<file path="src/rtl/tx_rt_timer_scanner.sv">
// Per-flow retransmit timer scanner.
// Holds one armed timer and one timeout_pending flag per flow, visits one flow
// per cycle in round-robin order, and raises a val/rdy timeout request when an
// armed timer has run for RT_TIMEOUT cycles or more. The scan pauses while a
// request waits for the consumer, so no expiry is ever dropped.
module tx_rt_timer_scanner #(
  parameter int NUM_FLOWS   = 8,
  parameter int FLOW_ID_W   = 3,
  parameter int TIMESTAMP_W = 16,
  parameter int RT_TIMEOUT  = 1000
) (
  input  logic                   clk,
  input  logic                   rst,
  input  logic                   set_timer_val,
  input  logic [FLOW_ID_W-1:0]   set_timer_flowid,
  input  logic                   set_timer_arm,
  input  logic                   timeout_clr_val,
  input  logic [FLOW_ID_W-1:0]   timeout_clr_flowid,
  output logic                   timeout_req_val,
  output logic [FLOW_ID_W-1:0]   timeout_req_flowid,
  input  logic                   timeout_req_rdy,
  input  logic [FLOW_ID_W-1:0]   flag_rd_flowid,
  output logic                   flag_rd_timeout_pending,
  output logic [TIMESTAMP_W-1:0] curr_time
);

  localparam logic [TIMESTAMP_W-1:0] TIMEOUT_TICKS = TIMESTAMP_W'(RT_TIMEOUT);

  typedef enum logic {
    SCAN = 1'b0,
    REQ  = 1'b1
  } state_t;

  state_t                 state;
  state_t                 state_next;
  logic [FLOW_ID_W-1:0]   scan_idx;
  logic [FLOW_ID_W-1:0]   scan_idx_next;
  logic [FLOW_ID_W-1:0]   req_flowid;
  logic [FLOW_ID_W-1:0]   req_flowid_next;
  logic [NUM_FLOWS-1:0]   timer_armed;
  logic [NUM_FLOWS-1:0]   timeout_pending;
  logic [TIMESTAMP_W-1:0] timestamp [NUM_FLOWS];
  logic [TIMESTAMP_W-1:0] elapsed;
  logic                   scan_expired;
  logic                   scan_write_hit;
  logic                   fire;

  // Expiry test for the entry under the scan pointer; the modular subtraction
  // keeps the elapsed time correct across wrap of the time counter.
  always_comb begin
    elapsed        = curr_time - timestamp[scan_idx];
    scan_expired   = timer_armed[scan_idx] && !timeout_pending[scan_idx] &&
                     (elapsed >= TIMEOUT_TICKS);
    scan_write_hit = set_timer_val && (set_timer_flowid == scan_idx);
  end

  // Next-state logic: fire on an expired entry unless a same-cycle timer write
  // targets it (the write wins), otherwise keep walking; in REQ wait for rdy.
  always_comb begin
    state_next      = state;
    scan_idx_next   = scan_idx;
    req_flowid_next = req_flowid;
    fire            = 1'b0;
    case (state)
      SCAN: begin
        if (scan_expired && !scan_write_hit) begin
          fire            = 1'b1;
          req_flowid_next = scan_idx;
          state_next      = REQ;
        end else begin
          scan_idx_next = scan_idx + 1'b1;
        end
      end
      REQ: begin
        if (timeout_req_rdy) begin
          state_next    = SCAN;
          scan_idx_next = scan_idx + 1'b1;
        end
      end
      default: state_next = SCAN;
    endcase
  end

  // State, scan pointer and latched request flow id.
  always_ff @(posedge clk or posedge rst) begin
    if (rst) begin
      state      <= SCAN;
      scan_idx   <= '0;
      req_flowid <= '0;
    end else begin
      state      <= state_next;
      scan_idx   <= scan_idx_next;
      req_flowid <= req_flowid_next;
    end
  end

  // Per-flow timer and pending flags; writes from the TX engine, clears from
  // the consumer and the fire's own updates all land on the same edge.
  always_ff @(posedge clk or posedge rst) begin
    if (rst) begin
      timer_armed     <= '0;
      timeout_pending <= '0;
      for (int i = 0; i < NUM_FLOWS; i++) begin
        timestamp[i] <= '0;
      end
    end else begin
      for (int i = 0; i < NUM_FLOWS; i++) begin
        if (set_timer_val && (set_timer_flowid == FLOW_ID_W'(i))) begin
          timer_armed[i] <= set_timer_arm;
          if (set_timer_arm) begin
            timestamp[i] <= curr_time;
          end
        end else if (fire && (scan_idx == FLOW_ID_W'(i))) begin
          timer_armed[i] <= 1'b0;
        end
        if (fire && (scan_idx == FLOW_ID_W'(i))) begin
          timeout_pending[i] <= 1'b1;
        end else if (timeout_clr_val && (timeout_clr_flowid == FLOW_ID_W'(i))) begin
          timeout_pending[i] <= 1'b0;
        end
      end
    end
  end

  // Free-running time base, wraps naturally at its width.
  always_ff @(posedge clk or posedge rst) begin
    if (rst) begin
      curr_time <= '0;
    end else begin
      curr_time <= curr_time + 1'b1;
    end
  end

  assign timeout_req_val         = (state == REQ);
  assign timeout_req_flowid      = req_flowid;
  assign flag_rd_timeout_pending = timeout_pending[flag_rd_flowid];

endmodule

</file>
<file path="config.mk">
export PLATFORM = sky130hd
export DESIGN_NAME = tx_rt_timer_scanner
export DESIGN_NICKNAME = d
export VERILOG_FILES = /design/src/rtl/tx_rt_timer_scanner.sv
export SDC_FILE = /design/constraint.sdc
export NUM_CORES = 1
export LEC_CHECK = 0
export BUFFER_PORTS_ARGS = -buffer_cell sky130_fd_sc_hd__buf_2
export CAP_MARGIN = 20
export CORE_MARGIN = 5
export CORE_UTILIZATION = 37
export CTS_BUF_LIST = sky130_fd_sc_hd__clkbuf_16
export CTS_CLUSTER_SIZE = 8
export DETAILED_ROUTE_END_ITERATION = 8
export SLEW_MARGIN = 20
export SYNTH_ARGS = -nofsm -noshare
export SYNTH_HDL_FRONTEND = slang
export SYNTH_SLANG_ARGS = --single-unit
</file>
<file path="constraint.sdc">
create_clock -name clk -period 5.3 [get_ports clk]
set_input_delay 1.06 -clock clk [delete_from_list [all_inputs] [get_ports clk]]
set_output_delay 1.06 -clock clk [all_outputs]
set_load 0.02 [all_outputs]
</file>
==> results.cfg <==
[routing]
wl_um = 20100
via_count = 5572
first_iter_violations = 387
drt_pre_antenna_iters = 7
routed_wl_per_cell_um = 19.6
route.detailed.drc = 0
viasPerCell = 5.44
ant_nets = 0

[worst_setup_path]
crit_arrival_ns = 4.71
rr_endpoint = timeout_req_flowid[1]
worstPathRequired_ns = 5.62
end_kind = flop
rr_startpoint = scan_idx[1]
setup.reg_to_reg.worst_slack_ns = 0.91
worstRegToRegCells = 12
criticalPathCategory = flop to flop
cp_max_fo = 16
nature_of_the_critical_path_startpoint = flop

[floorplan]
dieHeight_um = 163
fp.coreArea_um2 = 23300
io_pins = 36
initial_utilization_pct = 37.1
die_outline_area_um2 = 26500
core.rowCount = 56
die_x_um = 163

[grt]
grt_antenna_before_repair = 0
first_global_vias = 6003
grt_pass1_wl_um = 33500
overflow = 0
grt_util_all_layers_pct = 16.1
pin_count_of_the_biggest_net_entering_global_routing = 83

[synth]
seq_area_frac_synth_pct = 48.4
netlist.top_cell.by_area = dfrtp_1
yosys_warnings = 0
synth_compound_area_share_pct = 7.23
synth-adder-area-share_pct = 3.85
synth_nets = 707
most_frequent_cell_after_synthesis = dfrtp_1
synth_top_family_by_area = multiplexers
synthArstFlopShare_pct = 100
netlist.area_leader.share_pct = 48.4
synth_cell_types = 63
synth_area_leaders = dfrtp_1 (48%), mux2_2 (16%), mux4_2 (9.1%)
yosys.area_share.xor_xnor_pct = 2.64
ys.flop_type = dfrtp_1
post_synth.cell_area_avg_um2 = 13.0
synth_common_cells = dfrtp_1 (167), mux2_2 (123), nand2_1 (40)
syn-instance-count = 666
mux_cell_area_share_after_synthesis_pct = 27.5
netlist_area_um2 = 8640
share_of_synthesized_cell_area_in_and_or_nand_and_nor_gates_pct = 7.66
synth_edf_count = 0
synth_seq_cells = 167

[timing]
timing.max_slew.rel_slack_pct = 48.3
achievable-frequency_mhz = 228
timing.final.crit_share_pct = 82.8
hold_viol = 0
fin_setup_tns_ns = 0
final.setup_skew_ns = 0.00786
final-setup-viol-count = 0
final-max-slew-violation-count = 0
transition_time_at_the_pin_with_the_least_slew_margin_ns = 0.776
grt_setup_unrepaired = false
post-route-min-period_ns = 4.39

[placed_design]
final_gp_congestion = 0.843
detailedPlacementHpwl_um = 13400
port_buffers = 35

[cts]
post_cts_hold_buffer_count = 0
cts_setup_buffers = 0
numCtsBuffers = 17
cts_tree = done
cts.repair.resized = 0
clkLatencyLatePin_ns = 0.43
cts.reportedPaths.clkPinSlew_ns = 0.06
cts.sinks = 167
clock_root_buffer = clkbuf_16
clock_tree.htree_level_count = 4
clock_tree.buffer_depth = 2

[final_layout]
design.final.nets = 734
layout-drive-gt1-share_pct = 36.8
flow.area_growth_from_synthesis_pct = 13.2
antenna_cells_inserted = 0
finish.utilization_pct = 42.0

[pwr]
power.clock.fraction_pct = 29.1
comb_power_share_pct = 35.1
leakage_nw = 4.47
netSwitchingPower_w = 0.00149
switching_share_pct = 34.1
ir_drop_uv = 246
power_per_cell_area_nw_per_um2 = 448
pwr-share-seq_pct = 35.8
p_int_w = 0.00289

[hold_path]
timing.hold.worst.start = timestamp[0]
worst_hold_path.endpoint = timestamp[0]
holdPathStages = 2
min-delay-path-class = flop to flop

[run_status]
status = complete, no violations

[job]
maxCapViolations = 0
## power by group through the flow
stage	Clock, W	Sequential (W)	Combinational (W)
2_1_floorplan	0	0.00153	0.00127
3_3_place_gp	0	0.00158	0.00152
3_5_place_dp	0	0.00159	0.00155
4_1_cts	0.00130	0.00157	0.00156
5_1_grt	0.00135	0.00159	0.00170
6_report	0.00127	0.00157	0.00154
## through the flow
| stage | cell area, um2 | hold slack, ns | total power [W] | setup slack (ns) | std cells |
|---|---|---|---|---|---|
| final | 9780 | 0.487 | 0.00439 | 0.910 | 1025 |
| after global routing | 9780 | 0.518 | 0.00464 | 0.585 | 1025 |
| after CTS | 9770 | 0.490 | 0.00442 | 0.899 | 1025 |
| after detailed placement | 9170 | 0.477 | 0.00314 | 0.922 | 993 |
| after global placement | 9170 | 0.462 | 0.00311 | 1.05 | 993 |
| after floorplan | 8640 | 0.445 | 0.00280 | 0.916 | 666 |
## worst max-delay path by stage
stage / endpoint / cells after the start / startpoint / slack, ns
after detailed placement: timeout_req_flowid[2] / 12 / scan_idx[1] / 0.92
after global placement: timeout_req_flowid[2] / 12 / scan_idx[1] / 1.05
after global routing: timeout_pending[5] / 12 / scan_idx[1] / 0.59
final: timeout_req_flowid[1] / 12 / scan_idx[1] / 0.91
after floorplan: timeout_req_flowid[0] / 15 / scan_idx[0] / 0.92
after CTS: timeout_req_flowid[2] / 12 / scan_idx[1] / 0.90
## placed cells by master (no fill, tap or decap), types with 3 or more instances in the layout
master and count:
dfrtp_1 166, and3_1 8, clkinv_4 3, mux2i_1 16, xor2_1 10, inv_1 15, xnor2_1 16, nor2_2 5
mux2_4 3, a22o_1 3, bufinv_16 3, a31oi_1 5, nor2b_1 8, nand2b_1 4, o21ai_0 15, nand3_1 25
mux4_2 35, a32o_2 3, a21oi_1 12, nand4_1 3, buf_2 35, a311oi_1 3, nand2_1 40, ha_1 25
nor2_1 18, inv_6 3, nor3b_1 3, o32ai_1 4, mux2_2 123, clkbuf_16 17, buf_4 14, and4_1 3
or3_1 3, a21o_1 5, a211oi_1 4
## critical path, stage by stage (launching register included)
cell,delay [ns]
dfrtp_1,0.84
buf_4,0.29
mux4_2,0.29
mux2i_1,0.16
ha_1,0.32
and3_1,0.25
a221oi_4,0.35
xnor2_1,0.16
o21ai_1,0.07
or4_1,0.59
nand3_1,0.16
o31a_1,0.43
mux2_4,0.34
## logic make-up after synthesis
logic type,count (synthesis)
muxes,177
xor gates and xnor gates,26
adders and majority gates,26
and+or+nand+nor,133
DFF,167
AOI/OAI and AO/OA,79
buffers and inverters,58
## area by class of cell
class | count | area, um2
clock buffer | 17 | 425
clock inverter | 15 | 178
fill | 2165 | 13500
inverter | 15 | 60.1
multi-input combinational | 441 | 4240
sequential | 167 | 4180
tap | 319 | 399
timing repair buffer | 51 | 303
## routing by layer
metal,up-vias,part of all wire [%],global-route usage [%]
li1,2516,-,-
met1,2916,43,21.4
met2,123,51,26.9
met3,17,4.8,2.66
met4,0,1.3,5.22
met5,-,0,0
## flip-flops by register name (all words and copies together) (netlist names)
name	flops
timer_armed	8
timeout_pending	8
timestamp	128
timeout_req_flowid	3
timeout_req_val	1
curr_time	16
scan_idx	3
Note: power is estimated with default switching activity, not from simulation.
